$ cat src/rtl/pci_initiator_ctrl_if.sv
// pci_initiator_ctrl_if: core handshake and PCI bus signals of one initiator
interface pci_initiator_ctrl_if;
   logic        start;
   logic [3:0]  cmd;
   logic [31:0] addr;
   logic [2:0]  num_words;
   logic [31:0] wr_data;
   logic        wr_pop;
   logic [31:0] rd_data;
   logic        rd_valid;
   logic        busy;
   logic        done;
   logic        abort;
   logic        REQ_n;
   logic        GNT_n;
   logic        frame_in;
   logic        irdy_in;
   logic        FRAME_n;
   logic        IRDY_n;
   logic        ctl_oe;
   logic        TRDY_n;
   logic        DEVSEL_n;
   logic [31:0] AD_out;
   logic [31:0] AD_in;
   logic        AD_oe;
   logic [3:0]  CBE_n;
   modport master (
      input  start, cmd, addr, num_words, wr_data, GNT_n, frame_in, irdy_in, TRDY_n, DEVSEL_n, AD_in,
      output wr_pop, rd_data, rd_valid, busy, done, abort, REQ_n, FRAME_n, IRDY_n, ctl_oe, AD_out, AD_oe, CBE_n
   );
   modport slave (
      output start, cmd, addr, num_words, wr_data, GNT_n, frame_in, irdy_in, TRDY_n, DEVSEL_n, AD_in,
      input  wr_pop, rd_data, rd_valid, busy, done, abort, REQ_n, FRAME_n, IRDY_n, ctl_oe, AD_out, AD_oe, CBE_n
   );
endinterface

$ cat src/rtl/pci_initiator_ctrl.sv
// pci_initiator_ctrl: per-device PCI initiator sequencer (arbitration, address/data phases, master-abort)
module pci_initiator_ctrl #(
   parameter int MAX_BURST      = 4,
   parameter int DEVSEL_TIMEOUT = 5
) (
   input  logic                 clk,
   input  logic                 rst,
   pci_initiator_ctrl_if.master bus
);
   typedef enum logic [2:0] {IDLE, REQ, ADDR, DATA, MABORT, TURN} state_t;
   localparam logic [2:0] MAX_W = 3'(MAX_BURST);
   localparam logic [7:0] TMO   = 8'(DEVSEL_TIMEOUT);
   state_t      state_q, state_d;
   logic [3:0]  cmd_q, cmd_d, cbe_n_q, cbe_n_d;
   logic [31:0] addr_q, addr_d, stg_q, stg_d, ad_out_q, ad_out_d, rd_data_q, rd_data_d;
   logic [2:0]  rem_q, rem_d, fet_q, fet_d, n_clamp;
   logic [7:0]  dcnt_q, dcnt_d;
   logic        stg_v_q, stg_v_d, dseen_q, dseen_d;
   logic        req_n_q, req_n_d, frame_n_q, frame_n_d, irdy_n_q, irdy_n_d, ctl_oe_q, ctl_oe_d, ad_oe_q, ad_oe_d;
   logic        rd_valid_q, rd_valid_d, wr_pop_q, wr_pop_d, busy_q, busy_d, done_q, done_d, abort_q, abort_d;
   logic        phase_ok, take;
   assign phase_ok = !bus.TRDY_n && !bus.DEVSEL_n;
   assign n_clamp  = bus.num_words > MAX_W ? MAX_W : bus.num_words;
   // Next-state and output decode; write words are prefetched one cycle ahead (wr_pop) into stg so zero-wait bursts stream
   always_comb begin
      state_d    = state_q;
      cmd_d      = cmd_q;
      addr_d     = addr_q;
      rem_d      = rem_q;
      fet_d      = fet_q - {2'b00, wr_pop_q};
      stg_d      = stg_q;
      stg_v_d    = stg_v_q;
      dcnt_d     = dcnt_q;
      dseen_d    = dseen_q;
      req_n_d    = req_n_q;
      frame_n_d  = frame_n_q;
      irdy_n_d   = irdy_n_q;
      ctl_oe_d   = ctl_oe_q;
      ad_out_d   = ad_out_q;
      ad_oe_d    = ad_oe_q;
      cbe_n_d    = cbe_n_q;
      rd_data_d  = rd_data_q;
      busy_d     = busy_q;
      rd_valid_d = 1'b0;
      done_d     = 1'b0;
      abort_d    = 1'b0;
      take       = 1'b0;
      case (state_q)
         IDLE: if (bus.start && bus.num_words != 3'd0) begin
            state_d = REQ;
            cmd_d   = bus.cmd;
            addr_d  = bus.addr;
            rem_d   = n_clamp;
            fet_d   = bus.cmd[0] ? n_clamp : 3'd0;
            stg_v_d = 1'b0;
            req_n_d = 1'b0;
            busy_d  = 1'b1;
         end
         REQ: if (!bus.GNT_n && bus.frame_in && bus.irdy_in) begin
            state_d   = ADDR;
            req_n_d   = 1'b1;
            frame_n_d = 1'b0;
            ctl_oe_d  = 1'b1;
            ad_oe_d   = 1'b1;
            ad_out_d  = addr_q;
            cbe_n_d   = cmd_q;
         end
         ADDR: begin
            state_d   = DATA;
            irdy_n_d  = 1'b0;
            cbe_n_d   = 4'h0;
            ad_oe_d   = cmd_q[0];
            frame_n_d = rem_q == 3'd1;
            dcnt_d    = 8'd0;
            dseen_d   = 1'b0;
            take      = cmd_q[0];
         end
         DATA: begin
            dseen_d = dseen_q | !bus.DEVSEL_n;
            if (phase_ok) begin
               rem_d     = rem_q - 3'd1;
               frame_n_d = rem_q <= 3'd2;
               take      = cmd_q[0] && rem_q != 3'd1;
               if (!cmd_q[0]) begin
                  rd_data_d  = bus.AD_in;
                  rd_valid_d = 1'b1;
               end
               if (rem_q == 3'd1) begin
                  state_d  = TURN;
                  irdy_n_d = 1'b1;
                  ad_oe_d  = 1'b0;
                  done_d   = 1'b1;
               end
            end else if (!dseen_q && bus.DEVSEL_n) begin
               dcnt_d = dcnt_q + 8'd1;
               if (dcnt_q == TMO - 8'd1) begin
                  state_d   = MABORT;
                  frame_n_d = 1'b1;
                  ad_oe_d   = 1'b0;
               end
            end
         end
         MABORT: begin
            state_d  = TURN;
            irdy_n_d = 1'b1;
            abort_d  = 1'b1;
         end
         TURN: begin
            state_d  = IDLE;
            ctl_oe_d = 1'b0;
            busy_d   = 1'b0;
            cbe_n_d  = 4'hF;
         end
         default: state_d = IDLE;
      endcase
      if (take) begin
         ad_out_d = stg_v_q ? stg_q : bus.wr_data;
         stg_v_d  = 1'b0;
      end else if (wr_pop_q) begin
         stg_d   = bus.wr_data;
         stg_v_d = 1'b1;
      end
      wr_pop_d = cmd_q[0] && fet_d != 3'd0 && !stg_v_d && (state_d == ADDR || state_d == DATA);
   end
   // State and registered outputs; reset releases the bus at once
   always_ff @(posedge clk or posedge rst) begin
      if (rst) begin
         state_q    <= IDLE;
         cmd_q      <= 4'h0;
         addr_q     <= 32'h0;
         rem_q      <= 3'd0;
         fet_q      <= 3'd0;
         stg_q      <= 32'h0;
         stg_v_q    <= 1'b0;
         dcnt_q     <= 8'd0;
         dseen_q    <= 1'b0;
         req_n_q    <= 1'b1;
         frame_n_q  <= 1'b1;
         irdy_n_q   <= 1'b1;
         ctl_oe_q   <= 1'b0;
         ad_out_q   <= 32'h0;
         ad_oe_q    <= 1'b0;
         cbe_n_q    <= 4'hF;
         rd_data_q  <= 32'h0;
         rd_valid_q <= 1'b0;
         wr_pop_q   <= 1'b0;
         busy_q     <= 1'b0;
         done_q     <= 1'b0;
         abort_q    <= 1'b0;
      end else begin
         state_q    <= state_d;
         cmd_q      <= cmd_d;
         addr_q     <= addr_d;
         rem_q      <= rem_d;
         fet_q      <= fet_d;
         stg_q      <= stg_d;
         stg_v_q    <= stg_v_d;
         dcnt_q     <= dcnt_d;
         dseen_q    <= dseen_d;
         req_n_q    <= req_n_d;
         frame_n_q  <= frame_n_d;
         irdy_n_q   <= irdy_n_d;
         ctl_oe_q   <= ctl_oe_d;
         ad_out_q   <= ad_out_d;
         ad_oe_q    <= ad_oe_d;
         cbe_n_q    <= cbe_n_d;
         rd_data_q  <= rd_data_d;
         rd_valid_q <= rd_valid_d;
         wr_pop_q   <= wr_pop_d;
         busy_q     <= busy_d;
         done_q     <= done_d;
         abort_q    <= abort_d;
      end
   end
   assign bus.REQ_n    = req_n_q;
   assign bus.FRAME_n  = frame_n_q;
   assign bus.IRDY_n   = irdy_n_q;
   assign bus.ctl_oe   = ctl_oe_q;
   assign bus.AD_out   = ad_out_q;
   assign bus.AD_oe    = ad_oe_q;
   assign bus.CBE_n    = cbe_n_q;
   assign bus.rd_data  = rd_data_q;
   assign bus.rd_valid = rd_valid_q;
   assign bus.wr_pop   = wr_pop_q;
   assign bus.busy     = busy_q;
   assign bus.done     = done_q;
   assign bus.abort    = abort_q;
endmodule

$ cat src/flat_wrapper.sv
// flat-port wrapper written by rule: the top's interface ports become plain ports
module pci_initiator_ctrl_flat 
#(
   parameter int MAX_BURST      = 4,
   parameter int DEVSEL_TIMEOUT = 5
)
  (clk, rst, bus_start, bus_cmd, bus_addr, bus_num_words, bus_wr_data, bus_GNT_n, bus_frame_in, bus_irdy_in, bus_TRDY_n, bus_DEVSEL_n, bus_AD_in, bus_wr_pop, bus_rd_data, bus_rd_valid, bus_busy, bus_done, bus_abort, bus_REQ_n, bus_FRAME_n, bus_IRDY_n, bus_ctl_oe, bus_AD_out, bus_AD_oe, bus_CBE_n);
  pci_initiator_ctrl_if bus_i ();
  input  logic clk;
  input  logic rst;
  input wire logic [$bits(bus_i.start)-1:0] bus_start;
  input wire logic [$bits(bus_i.cmd)-1:0] bus_cmd;
  input wire logic [$bits(bus_i.addr)-1:0] bus_addr;
  input wire logic [$bits(bus_i.num_words)-1:0] bus_num_words;
  input wire logic [$bits(bus_i.wr_data)-1:0] bus_wr_data;
  input wire logic [$bits(bus_i.GNT_n)-1:0] bus_GNT_n;
  input wire logic [$bits(bus_i.frame_in)-1:0] bus_frame_in;
  input wire logic [$bits(bus_i.irdy_in)-1:0] bus_irdy_in;
  input wire logic [$bits(bus_i.TRDY_n)-1:0] bus_TRDY_n;
  input wire logic [$bits(bus_i.DEVSEL_n)-1:0] bus_DEVSEL_n;
  input wire logic [$bits(bus_i.AD_in)-1:0] bus_AD_in;
  output wire logic [$bits(bus_i.wr_pop)-1:0] bus_wr_pop;
  output wire logic [$bits(bus_i.rd_data)-1:0] bus_rd_data;
  output wire logic [$bits(bus_i.rd_valid)-1:0] bus_rd_valid;
  output wire logic [$bits(bus_i.busy)-1:0] bus_busy;
  output wire logic [$bits(bus_i.done)-1:0] bus_done;
  output wire logic [$bits(bus_i.abort)-1:0] bus_abort;
  output wire logic [$bits(bus_i.REQ_n)-1:0] bus_REQ_n;
  output wire logic [$bits(bus_i.FRAME_n)-1:0] bus_FRAME_n;
  output wire logic [$bits(bus_i.IRDY_n)-1:0] bus_IRDY_n;
  output wire logic [$bits(bus_i.ctl_oe)-1:0] bus_ctl_oe;
  output wire logic [$bits(bus_i.AD_out)-1:0] bus_AD_out;
  output wire logic [$bits(bus_i.AD_oe)-1:0] bus_AD_oe;
  output wire logic [$bits(bus_i.CBE_n)-1:0] bus_CBE_n;
  assign bus_i.start = bus_start;
  assign bus_i.cmd = bus_cmd;
  assign bus_i.addr = bus_addr;
  assign bus_i.num_words = bus_num_words;
  assign bus_i.wr_data = bus_wr_data;
  assign bus_i.GNT_n = bus_GNT_n;
  assign bus_i.frame_in = bus_frame_in;
  assign bus_i.irdy_in = bus_irdy_in;
  assign bus_i.TRDY_n = bus_TRDY_n;
  assign bus_i.DEVSEL_n = bus_DEVSEL_n;
  assign bus_i.AD_in = bus_AD_in;
  assign bus_wr_pop = bus_i.wr_pop;
  assign bus_rd_data = bus_i.rd_data;
  assign bus_rd_valid = bus_i.rd_valid;
  assign bus_busy = bus_i.busy;
  assign bus_done = bus_i.done;
  assign bus_abort = bus_i.abort;
  assign bus_REQ_n = bus_i.REQ_n;
  assign bus_FRAME_n = bus_i.FRAME_n;
  assign bus_IRDY_n = bus_i.IRDY_n;
  assign bus_ctl_oe = bus_i.ctl_oe;
  assign bus_AD_out = bus_i.AD_out;
  assign bus_AD_oe = bus_i.AD_oe;
  assign bus_CBE_n = bus_i.CBE_n;
  pci_initiator_ctrl #(.MAX_BURST(MAX_BURST), .DEVSEL_TIMEOUT(DEVSEL_TIMEOUT)) u_core (.clk(clk), .rst(rst), .bus(bus_i));
endmodule
$ cat config.mk
export PLATFORM = sky130hd
export DESIGN_NAME = pci_initiator_ctrl_flat
export DESIGN_NICKNAME = d
export VERILOG_FILES = /design/src/rtl/pci_initiator_ctrl_if.sv /design/src/rtl/pci_initiator_ctrl.sv /design/src/flat_wrapper.sv
export SDC_FILE = /design/constraint.sdc
export NUM_CORES = 1
export LEC_CHECK = 0
export CAP_MARGIN = 40
export CELL_PAD_IN_SITES_DETAIL_PLACEMENT = 0
export CELL_PAD_IN_SITES_GLOBAL_PLACEMENT = 1
export CORE_ASPECT_RATIO = 1.1
export CORE_MARGIN = 4
export CORE_UTILIZATION = 35
export DETAILED_ROUTE_END_ITERATION = 8
export MAX_ROUTING_LAYER = met4
export PLACE_DENSITY = 0.74
export SYNTH_ARGS = -nofsm -noshare
export SYNTH_HDL_FRONTEND = slang
export SYNTH_SLANG_ARGS = --single-unit
$ cat constraint.sdc
create_clock -name clk -period 4.6 [get_ports clk]
set_clock_uncertainty 0.1 [all_clocks]
set_input_delay 0.46 -clock clk [delete_from_list [all_inputs] [get_ports clk]]
set_output_delay 0.46 -clock clk [all_outputs]
set_load 0.02 [all_outputs]
==> metrics.md, run 1 <==
| Metric | Value |
|---|---|
| Mean post-synth cell area | `12.7 um^2` |
| Post-Synth Simple-Gate Area | `0.0661` |
| Postcts setup bufs | `0` |
| Max IR drop VDD | `270 uV` |
| Fin crit period | `~2.8 ns` |
| CP startpoint kind | `flop` |
| FF+latch count, synth | `~170` |
| Hold Buf Count CTS | `0` |
| Maxcap violations | `0` |
| TritonCTS Buffers | `17` |
| Initial Utilization | `0.359` |
| GPL Wtd Cong | `0.823` |
| Synth Flop Type | `dfrtp_1` |
| Clock root buffer master | `clkbuf_16` |
| Hold_sp | `u_core.addr_q[7]` |
| Post-route setup TNS | `0 ns` |
| Layout cells sized above 1 | `0.206` |
| GRT Overall Usage | `0.165` |
| Final Worst Setup Slack | `1.76 ns` |
| Yosys top cell area share | `0.530` |
| Overall power | `0.00696 W` |
| Worst stage delay on the critical path | `0.84 ns` |
| Die Ht | `roughly 160 um` |
| Type of the most critical hold path | `flop to flop` |
| Hold Vio Cnt, Final | `0` |
| Hold path depth | `2` |
| Seq/Total Area, Yosys | `0.555` |
| # H-tree levels | `4` |
| Fin crit share | `0.618` |
| Drt via density | `4.94` |
| Cell Rows | `between 50 and 60` |
| DR DRC count | `0` |
| FF-to-FF End | `u_core.bus.rd_data[6]` |
| WP buf/inv | `1` |
| R2r worst-path depth | `4` |
| Vias | `5257` |
| Worst slew pin tran | `roughly 0.74 ns` |
| Post-Synth XOR/XNOR Area | `0.00352` |
| Final setup fails | `0` |
| Critical path depth | `4` |
| Critical path startpoint | `u_core.state_q[0]` |
| Drt first-iter violations | `249` |
| Core area | `20800 um^2` |
| Total gr overflow | `0` |
| Post-CTS Resized | `0` |
| Req. time, crit path | `4.80 ns` |
| Min-Delay Endpoint | `u_core.bus.AD_out[7]` |
| Synth Area in Compound Gates | `0.0999` |
| Crit-path slowest cell | `dfrtp_1` |
| Cell family with most CP delay | `simple AND/OR/NAND/NOR gates` |
| Largest family of logic cells by synthesized area | `multiplexers` |
| Area share of fa/ha/maj cells after synthesis | `0.0117` |
| IO Pins | `~190` |
| Dominant cell type by area after synthesis | `dfrtp_1` |
| Path type of the worst setup path | `flop to flop` |
| Fmax | `~0.35 GHz` |
| Status | `complete, no violations` |
| Die X | `between 100 and 150 um` |
| Crit Reg-Reg Startpoint | `u_core.state_q[0]` |
| Synth Cell Area | `7450 um^2` |
| Largest net degree at the start of global routing | `roughly 140` |
| Port buffer count | `between 150 and 200` |
| Cells along the critical path | `nand3b_1 -> or3_2 -> buf_12 -> mux2_4` |
| PwrDens | `683 nW/um^2` |
| Post-Route Utilization | `0.490` |
| Yosys cell types | `62` |
| First-pass iteration count of the detailed router | `4` |
| Crit path DAT | `between 3 and 4 ns` |
| Slew headroom | `0.492` |
| Reg2reg setup slack | `1.76 ns` |
| CTS Sinks | `165` |
| Synthesized instance count | `586` |
| CTS max path bufs | `2` |
| CP max FO | `29` |
| DPL Wire Length | `13200 um` |
| DRT antenna net count | `0` |
| Static Leak | `approximately 4.4 nW` |
| Routed len/inst | `17.9 um` |
| Synthesis warning total | `0` |
| Unrepaired setup endpoints after global routing | `no` |
| Post-Route WL | `19100 um` |
| Cell with the most instances after synthesis | `dfrtp_1` |
| Commonest cells in the netlist | `dfrtp_1 (158), mux2_2 (72), inv_1 (48), nand2_1 (42)` |
| Multiplexer share of the synthesized area | `0.211` |
| Slew Limit Fails | `0` |
| Worst-path clk slew | `0.07 ns` |
| Clock latency at the later pin of the worst-skew pair | `0.42 ns` |
| P&R area growth vs syn | `36.7%` |
| Initial antenna violation count | `2` |
| CTS tree | `built` |
| Top post-synthesis cells by area | `dfrtp_1 (53%), mux2_2 (11%), mux2_4 (5.8%)` |
| Async SR Flop Fraction | `1.00` |
| First-pass GRT wire length | `30500 um` |
| Number of nets in the layout | `approximately 900` |
| Synthesized net count | `just over 700` |
| Via count of the first global-routing pass | `5578` |
| Pre-CTS WS | `1.71 ns` |
| Critical Path End Type | `flop` |
| EDFF count, synth | `0` |
| Die area | `~24000 um^2` |
-- final cells by class --
| type | count | area [um^2] |
|---|---|---|
| clock buffer | 19 | 443 |
| fill | 1858 | 10600 |
| inverter | 49 | 188 |
| timing repair buffer | 195 | 1970 |
| antenna | 2 | 5.00 |
| multi-input combinational | 337 | 2940 |
| sequential | 165 | 4140 |
| clock inverter | 13 | 146 |
| tap | 285 | 357 |
-- power by group --
group,leakage (nW),total (W),internal (W),switching (W)
Clock,0.284,0.00142,0.000824,0.000600
Sequential,1.99,0.00262,0.00216,0.000465
Combinational,2.10,0.00292,0.00157,0.00135
-- per-layer routing --
| layer | GRT usage | up-vias | part of all wire |
|---|---|---|---|
| met4 | 0.0665 | 0 | 0.026 |
| met5 | - | - | 0 |
| li1 | - | 2456 | - |
| met2 | 0.268 | 145 | 0.50 |
| met3 | 0.0376 | 31 | 0.044 |
| met1 | 0.201 | 2625 | 0.43 |
-- worst reg2reg max path: stages (launching register included) --
cell	delay, ns
dfrtp_1	0.84
nand3b_1	0.52
or3_2	0.69
buf_12	0.24
mux2_4	0.34
-- worst max path at each step --
stage	to	slack (ns)
after floorplan	u_core.addr_q[0]	1.95
after global placement	u_core.bus.rd_data[6]	1.64
after detailed placement	u_core.stg_q[0]	1.71
after CTS	u_core.bus.rd_data[6]	1.78
after global routing	u_core.bus.rd_data[6]	1.60
final	u_core.bus.rd_data[6]	1.76
-- metrics by stage --
stage / hold WS, ns / instances / cell area, um^2
3_3_place_gp: 0.360 / 1029 / 9560
6_report: 0.380 / 1065 / 10200
3_5_place_dp: 0.372 / 1031 / 9600
5_1_grt: 0.408 / 1065 / 10200
4_1_cts: 0.387 / 1063 / 10200
2_1_floorplan: 0.352 / 586 / 7460
-- layout by cell type (no fill, tap or decap), drive strengths merged, types with 4 or more instances in the layout --
master / n
o31ai: 4
dfrtp: 158
mux2: 101
or2: 4
nand3: 9
o221ai: 33
o21ai: 18
inv: 53
clkdlybuf4s50: 188
a21oi: 12
clkinvlp: 4
mux2i: 33
nor3: 4
buf: 7
nand2: 42
clkbuf: 19
a221oi: 5
nor2: 12
dfstp: 7
ha: 7
-- cell families (layout without fill, tap and decap cells) --
logic type	count (synthesis)	in the layout
flip-flops	165	165
multiplexers	134	134
AO/OA/AOI/OAI	97	97
AND/OR/NAND/NOR	96	96
buffers and inverters	84	276
adder cells (fa/ha/maj)	7	7
XOR/XNOR	3	3
other	0	2
-- flip-flops by register name, summed over array words and instances, names as in the netlist, 3 cells and up --
register	flops
u_core.bus.rd_data	32
u_core.dcnt_q	8
u_core.addr_q	32
u_core.stg_q	32
u_core.state_q	3
u_core.bus.CBE_n	4
u_core.bus.AD_out	32
u_core.rem_q	3
u_core.cmd_q	4
u_core.fet_q	3
Note: power is estimated with default switching activity, not from simulation.
==> run 2, diff against run 1 <==
==> constraint.sdc (replaced) <==
create_clock -name clk -period 2.6 [get_ports clk]
set_clock_uncertainty 0.1 [all_clocks]
set_input_delay 0.26 -clock clk [delete_from_list [all_inputs] [get_ports clk]]
set_output_delay 0.26 -clock clk [all_outputs]
set_load 0.02 [all_outputs]
==> run 2 against run 1 <==
Effect of this change:
- count of clock-buffer cells in the layout down 1
- global-route usage up 0.68 points
- routed wire length up 1.5%
- sequential cell count unchanged
- clock power up 88%
- critical path type unchanged
- register-to-register slack worse by 1.4 ns
- sequential power up 74%
==> metrics.md, run 2 (synthesis results as in run 1) <==
| Metric | Value |
|---|---|
| Fmax | `around 0.44 GHz` |
| Post-CTS Resized | `0` |
| Type of the most critical hold path | `input port to asynchronous set/reset pin` |
| Slew headroom | `0.482` |
| CTS Sinks | `165` |
| First-pass iteration count of the detailed router | `4` |
| Hold Buf Count CTS | `0` |
| Pre-CTS WS | `roughly 0.15 ns` |
| Largest net degree at the start of global routing | `90` |
| Most frequent cells in the layout | `clkdlybuf4s50_1 (188), dfrtp_1 (157), mux2_2 (72)` |
| Layout cells sized above 1 | `0.215` |
| Routed len/inst | `18.1 um` |
| CTS max path bufs | `2` |
| Via count of the first global-routing pass | `between 5000 and 6000` |
| Unrepaired setup endpoints after global routing | `no` |
| Drt via density | `roughly 5.0` |
| Total gr overflow | `0` |
| Req. time, crit path | `~2.8 ns` |
| CTS tree | `built` |
| DPL Wire Length | `13600 um` |
| Final Worst Setup Slack | `0.307 ns` |
| GRT Overall Usage | `0.172` |
| Final instance area | `10300 um^2` |
| Clock root buffer master | `clkbuf_16` |
| Number of nets in the layout | `891` |
| Crit path DAT | `2.45 ns` |
| Maxcap violations | `0` |
| Clock latency at the later pin of the worst-skew pair | `0.43 ns` |
| DRT antenna net count | `0` |
| Post-Route WL | `19400 um` |
| CP startpoint kind | `flop` |
| TritonCTS Buffers | `17` |
| Hold Vio Cnt, Final | `0` |
| Port buffer count | `188` |
| Static Leak | `4.45 nW` |
| Initial Utilization | `0.359` |
| Critical Path End Type | `flop` |
| DR DRC count | `0` |
| GPL Wtd Cong | `slightly above 0.8` |
| Core area | `20800 um^2` |
| Max IR drop VDD | `roughly 430 uV` |
| Dpl cells | `1039` |
| Path type of the worst setup path | `flop to flop` |
| Worst-path clk slew | `0.07 ns` |
| Antenna diodes | `0` |
| P&R area growth vs syn | `38.4%` |
| Post-route setup TNS | `0 ns` |
| PwrDens | `~1200 nW/um^2` |
| # H-tree levels | `4` |
| Die X | `147 um` |
| Most common cell after layout, fill and taps aside | `clkdlybuf4s50_1` |
| First-pass GRT wire length | `31600 um` |
| Drt first-iter violations | `237` |
| Vias | `between 5000 and 6000` |
| Cell Rows | `55` |
| Status | `complete, no violations` |
| Post-Layout Cell Count | `1071` |
| Die area | `around 24000 um^2` |
| Fin crit share | `0.882` |
| IO Pins | `189` |
| Initial antenna violation count | `0` |
| Fin crit period | `2.29 ns` |
| Die Ht | `161 um` |
| Slew Limit Fails | `0` |
| Postcts setup bufs | `0` |
| Final setup fails | `0` |
| Worst slew pin tran | `0.776 ns` |
| CP max FO | `32` |
| Placed Area | `9690 um^2` |
[run 2: path summary, 6_finish.rpt]
kind | cells after the start | start | slack, ns | to
worst max register to register | 6 | u_core.rem_q[1] | 0.31 | u_core.bus.AD_out[29]
max in group asynchronous | 3 | rst | 1.76 | u_core.bus.AD_out[13]
min in group clk | 2 | bus_AD_in[16] | 0.34 | u_core.bus.rd_data[16]
worst min register to register | 2 | u_core.addr_q[11] | 0.38 | u_core.bus.AD_out[11]
worst min-delay path | 3 | rst | 0.23 | u_core.cmd_q[2]
worst max-delay path | 6 | u_core.rem_q[1] | 0.31 | u_core.bus.AD_out[29]
[run 2: stage by stage]
stage	util	total power [W]	hold WS, ns
floorplan	-	0.00784	0.298
global placement	0.466	0.00982	0.359
detailed placement	0.466	0.0100	0.373
CTS	0.497	0.0128	0.238
global route	0.497	0.0133	0.289
finish	0.497	0.0126	0.231
[run 2: power breakdown]
group | internal, W | leakage (nW) | switching [W] | total [W]
Combinational | 0.00285 | 2.16 | 0.00250 | 0.00534
Sequential | 0.00382 | 1.99 | 0.000748 | 0.00456
Clock | 0.00156 | 0.300 | 0.00110 | 0.00267
[run 2: worst max-delay path, stage by stage, from the launching register on]
cell and delay [ns]:
dfrtp_1 0.41, inv_1 0.09, ha_1 0.16, nand2b_1 0.12
a21oi_2 0.31, or2_2 0.67, o221ai_1 0.22
[run 2: layout make-up]
type                       count  area [um^2]
timing repair buffer         203         2070
inverter                      49          188
clock buffer                  18          439
sequential                   165         4140
fill                        1910        10500
clock inverter                14          186
tap                          285          357
multi-input combinational    337         2940
[run 2: metal layers]
layer	vias up	part of all wire	track usage
met5	-	0	-
met4	0	0.024	0.0695
met3	30	0.039	0.0303
met2	130	0.53	0.299
met1	2694	0.41	0.198
li1	2478	-	-
